### config.mk
export PLATFORM = sky130hd
export DESIGN_NAME = clock_period_meter
export DESIGN_NICKNAME = d
export VERILOG_FILES = /design/src/rtl/clock_period_meter.sv
export SDC_FILE = /design/constraint.sdc
export NUM_CORES = 1
export LEC_CHECK = 0
export ABC_AREA = 1
export BUFFER_PORTS_ARGS = -buffer_cell sky130_fd_sc_hd__buf_2
export CORE_MARGIN = 2
export CORE_UTILIZATION = 58
export CTS_CLUSTER_DIAMETER = 30
export DETAILED_ROUTE_END_ITERATION = 10
export PLACE_DENSITY = 0.84
export SLEW_MARGIN = 20
export SYNTH_ARGS = -nofsm -noshare
export SYNTH_HDL_FRONTEND = slang
export SYNTH_SLANG_ARGS = --single-unit
### constraint.sdc
create_clock -name clk_in -period 3.2 [get_ports clk_in]
set_input_delay 0.64 -clock clk_in [delete_from_list [all_inputs] [get_ports clk_in]]
set_output_delay 0.64 -clock clk_in [all_outputs]
set_load 0.01 [all_outputs]
### src/rtl/clock_period_meter.sv
`default_nettype none
// ============================================================================
// Module   : clock_period_meter
// Brief    : Measures the rising-to-rising period of a slow square wave in
//            clk_in cycles and derives the equivalent divider max value.
//            Define DUTY_MEAS_EN to also measure the high-phase duration.
// Revision : 1.0 - initial release
// ============================================================================
module clock_period_meter #(
  parameter int WIDTH      = 32,
  parameter int LOCK_COUNT = 4,
  parameter int TIMEOUT    = 100000000
) (
  input  logic             clk_in,
  input  logic             rst_n,
  input  logic             sig_in,
  output logic [WIDTH-1:0] period,
  output logic [WIDTH-1:0] max_est,
  output logic             meas_valid,
  output logic             locked,
  output logic             no_signal,
  output logic [WIDTH-1:0] high_time
);

  localparam int                 c_MATCH_W    = $clog2(LOCK_COUNT + 1);
  localparam logic [c_MATCH_W-1:0] c_LOCK     = c_MATCH_W'(LOCK_COUNT);
  localparam logic [WIDTH-1:0]   c_TIMEOUT_M1 = WIDTH'(TIMEOUT - 1);

  typedef enum logic [1:0] {
    IDLE  = 2'd0,
    ARMED = 2'd1,
    TRACK = 2'd2
  } state_t;

  state_t               r_state;
  logic                 r_s1, r_s2, r_s3;
  logic [WIDTH-1:0]     r_cnt;
  logic [c_MATCH_W-1:0] r_match_cnt;

  logic                 w_rise;
  logic                 w_timeout;
  logic [WIDTH-1:0]     w_cnt_inc;
  logic [WIDTH-1:0]     w_max_est;
  logic [c_MATCH_W-1:0] w_match_next;

  assign w_rise    = r_s2 & ~r_s3;
  assign w_timeout = (r_state != IDLE) && !w_rise && (r_cnt == c_TIMEOUT_M1);
  assign w_cnt_inc = r_cnt + WIDTH'(1);
  // Periods below 2 cannot come from a divider; report max 0 rather than wrap.
  assign w_max_est = (w_cnt_inc < WIDTH'(2)) ? '0 : (w_cnt_inc >> 1) - WIDTH'(1);
  assign w_match_next = (r_match_cnt >= c_LOCK) ? c_LOCK : r_match_cnt + c_MATCH_W'(1);

  always_ff @(posedge clk_in or negedge rst_n) begin
    if (!rst_n) begin
      r_s1        <= 1'b0;
      r_s2        <= 1'b0;
      r_s3        <= 1'b0;
      r_cnt       <= '0;
      r_state     <= IDLE;
      r_match_cnt <= '0;
      period      <= '0;
      max_est     <= '0;
      meas_valid  <= 1'b0;
      locked      <= 1'b0;
      no_signal   <= 1'b1;
    end else begin
      r_s1       <= sig_in;
      r_s2       <= r_s1;
      r_s3       <= r_s2;
      meas_valid <= 1'b0;
      locked     <= (r_match_cnt >= c_LOCK);

      if (w_rise || w_timeout || r_state == IDLE) begin
        r_cnt <= '0;
      end else begin
        r_cnt <= w_cnt_inc;
      end

      case (r_state)
        IDLE: begin
          if (w_rise) begin
            r_state <= ARMED;
          end
        end
        ARMED, TRACK: begin
          if (w_rise) begin
            r_state    <= TRACK;
            period     <= w_cnt_inc;
            max_est    <= w_max_est;
            meas_valid <= 1'b1;
            no_signal  <= 1'b0;
            if (r_state == TRACK && w_cnt_inc == period) begin
              r_match_cnt <= w_match_next;
            end else begin
              r_match_cnt <= c_MATCH_W'(1);
            end
          end else if (w_timeout) begin
            r_state     <= IDLE;
            period      <= '0;
            max_est     <= '0;
            r_match_cnt <= '0;
            locked      <= 1'b0;
            no_signal   <= 1'b1;
          end
        end
        default: r_state <= IDLE;
      endcase
    end
  end

`ifdef DUTY_MEAS_EN
  logic             w_fall;
  logic [WIDTH-1:0] r_hcnt;

  assign w_fall = ~r_s2 & r_s3;

  // A fall in IDLE belongs to a high phase whose start was never seen.
  always_ff @(posedge clk_in or negedge rst_n) begin
    if (!rst_n) begin
      r_hcnt    <= '0;
      high_time <= '0;
    end else begin
      if (w_rise) begin
        r_hcnt <= '0;
      end else if (r_s2) begin
        r_hcnt <= r_hcnt + WIDTH'(1);
      end

      if (w_timeout) begin
        high_time <= '0;
      end else if (w_fall && r_state != IDLE) begin
        high_time <= r_hcnt + WIDTH'(1);
      end
    end
  end
`else
  assign high_time = '0;
`endif

endmodule
`default_nettype wire

==> key figures <==
Timing
  – Sum Neg Setup Slack: 0 ns
  – Hold_ws: 0.258 ns
  – Least-Margin Pin Slew: 0.581 ns
  – RSZ-0062 raised after global routing: false
  – Min Tclk post-route: 2.88 ns
  – Final worst path period share: 0.899
  – FMAX: 0.348 GHz
  – # setup viols final: 0
  – Final hold violation count: 0
  – Pins Over Slew Limit: 0
  – Final Skew: 0.0111 ns
  – Slew headroom: 0.612

Logic synthesis
  – Largest area contributor in the netlist: dfrtp_1
  – Synth Register Bits: 106
  – Synthesized area per cell: 6.75 µm²
  – Synth cell count leaders: nand2_1 (349), nor2_1 (144), inv_1 (112)
  – Post-Synthesis Cells: 1036
  – Post-synth cell types: 33
  – Synth Warn #: 0
  – Post-synthesis sequential area ratio: 0.380
  – Most used DFF post-synth: dfrtp_1
  – Share of the synthesized area in the top cell type: 0.376
  – Number of flops mapped to enable cells by yosys: 0
  – Fraction of registers with async set/reset: 1.00
  – Top-count cell post-synth: nand2_1
  – Synth Cell Area: 6990 µm²
  – Ranking of synthesized cells by area: dfrtp_1 (38%), nand2_1 (19%), nor2_1 (7.7%)

Floorplan
  – Die width: 114 µm
  – I/O Pins: 102
  – Die Height: 114 µm
  – CORE AREA: 11900 µm²
  – Die area: 12900 µm²
  – Initial Util: 0.589
  – Standard-cell rows: 40

Finish
  – Final instance area: 7700 µm²
  – Area growth syn-to-layout: 10.2%
  – # diodes: 0
  – Fin nets: 1122
  – Number of fill cells: 1086
  – Share of layout cells above drive strength 1: 0.130

Routing
  – Vias: 6982
  – DR vias/cell: 5.53
  – Drt drc: 0
  – Initial DRT Pass Iterations: 6
  – Routed WL: 20.1 mm
  – Wire length per cell: 15.9 µm
  – Iter 0 DRT Violations: 904
  – Antenna viol nets, final: 0

GRT
  – Vias in the first global route: 6390
  – Total track usage: 0.318
  – First-pass GRT wire length: 31.9 mm
  – Grt ovf: 0
  – Largest net degree at the start of global routing: 66
  – Initial antenna violation count: 0

CTS
  – Setup Fix Bufs, Post-CTS: 0
  – Worst-Skew Late Latency: 0.36 ns
  – Reg clk slew, reported paths: 0.07 ns
  – Hold-fix buffers at CTS: 0
  – CTS tree: done
  – TritonCTS Buffers: 9
  – Total clock sinks: 106
  – CTS Root Cell: clkbuf_16
  – Clock Path Buffers: 2
  – Htree depth: 3
  – Post-CTS Resized: 0

Setup path
  – Startpoint Class: register
  – Arrival time at the worst endpoint: 3.13 ns
  – Crit Path Category: register to register
  – WP data required: 3.45 ns
  – CP Launch Point: r_cnt[8]$_DFF_PN0_
  – Reg2reg start: r_cnt[8]$_DFF_PN0_
  – CP max FO: 28
  – Critical Path End Type: register
  – R2R depth: 15

Place
  – Hpwl dp: 15.4 mm
  – Area after DPL: 7410 µm²
  – GP Congestion: 1.01
  – PortBufs: 68

Power
  – Pleak: 4.31 nW
  – Final Power: 4.53 mW
  – Switch share: 0.396
  – Pwr dens: 588 nW/µm²
  – Sequential group share of total power: 0.363
  – Worst-case vdd ir drop: 271 µV
  – Clk pwr share: 0.247
  – Sw Pwr: 1.80 mW
  – Cell-internal power: 2.73 mW
  – Gate power share: 0.390

Outcome
  – Status: completed

Run
  – Max Cap Viol: 0

Hold path
  – Hold Crit Class: input port to asynchronous set/reset pin
[through the flow]
step / setup WS (ns) / std cells / util
2_1_floorplan: 0.907 / 1068 / -
3_3_place_gp: 0.521 / 1247 / 0.625
3_5_place_dp: 0.423 / 1247 / 0.625
4_1_cts: 0.403 / 1262 / 0.649
5_1_grt: 0.0831 / 1262 / 0.649
6_report: 0.323 / 1262 / 0.649
[kinds of logic after synthesis]
kind of cell,Yosys count,synth area share
AOI/OAI and AO/OA,75,0.0605
xor gates and xnor gates,22,0.0276
adders and majority gates,8,0.0143
buffers and inverters,172,0.114
DFF,106,0.380
other,1,0.000537
and+or+nand+nor,652,0.403
[worst max-delay path: stages, from the launching register on]
cell	delay [ns]
dfrtp_1	0.45
nand2_1	0.17
nor2_1	0.30
nand2_1	0.15
nor2_1	0.31
nand2_1	0.09
nand2_1	0.20
nand2_1	0.12
nor2_2	0.14
nand2_4	0.11
nor2_4	0.12
nand3_2	0.10
nand2_4	0.26
inv_2	0.09
nand3_1	0.10
nand2_1	0.05
[sequential cells by signal, indices dropped and copies added, names as in the netlist]
register	flops
locked	1
max_est	31
meas_valid	1
no_signal	1
period	32
r_cnt	32
r_match_cnt	3
r_s1	1
r_s2	1
r_s3	1
r_state	2
[layer usage]
layer / up-vias / wire length, µm / track usage
met4: 0 / 726 / 0.133
met1: 3164 / 8370 / 0.434
met3: 63 / 2260 / 0.0834
li1: 3358 / - / -
met5: - / 0 / 0
met2: 397 / 8710 / 0.483
[path summary, 6_finish.rpt]
kind	slack, ns	end
setup / recovery	0.32	max_est[24]$_DFFE_PN0P_
hold / removal	0.26	period[1]$_DFFE_PN0P_
setup reg to reg	0.32	max_est[24]$_DFFE_PN0P_
hold reg to reg	0.36	r_s2$_DFF_PN0_
max in group asynchronous	2.16	no_signal$_DFFE_PN1P_
min in group clk_in	0.36	r_s2$_DFF_PN0_
[layout by cell type, fill, tap and decap left out, types with 3 or more instances in the layout]
cell type  netlist  routed
xor2_1          20      20
nor3b_1          3       3
inv_2           10      10
buf_4           34      14
nor2_2          10      10
nand2_2         11      11
o22ai_1         29      29
buf_2            1      67
nand3b_1         4       4
ha_1             8       8
dfrtp_1        105     105
o21ai_0         14      14
nand2_4          4       4
o21ai_1         26      26
nor2_4           9       9
nor2_1         144     144
inv_1          112     112
nand2_1        349     349
nor4_1           3       3
nand3_2          3       3
nand4_1         22      22
nand3_1         88      88
conb_1           1      33
clkbuf_16        0       9
[power groups by stage]
stage	combinational [mW]	clock [mW]	sequential, mW
after floorplan	1.18	0	1.74
after global placement	1.73	0	1.66
after detailed placement	1.75	0	1.67
after CTS	1.76	1.12	1.64
after global routing	1.97	1.17	1.67
final	1.77	1.12	1.64
[final cells by class]
type / instances / area (µm²) / share of cell area
multi-input combinational: 790 / 3660 / 0.475
sequential: 106 / 2650 / 0.345
timing repair buffer: 82 / 460 / 0.0598
inverter: 122 / 458 / 0.0595
clock buffer: 10 / 229 / 0.0297
tap: 147 / 184 / 0.0239
clock inverter: 5 / 56.3 / 0.00731
(Power assumes the default switching activity.)
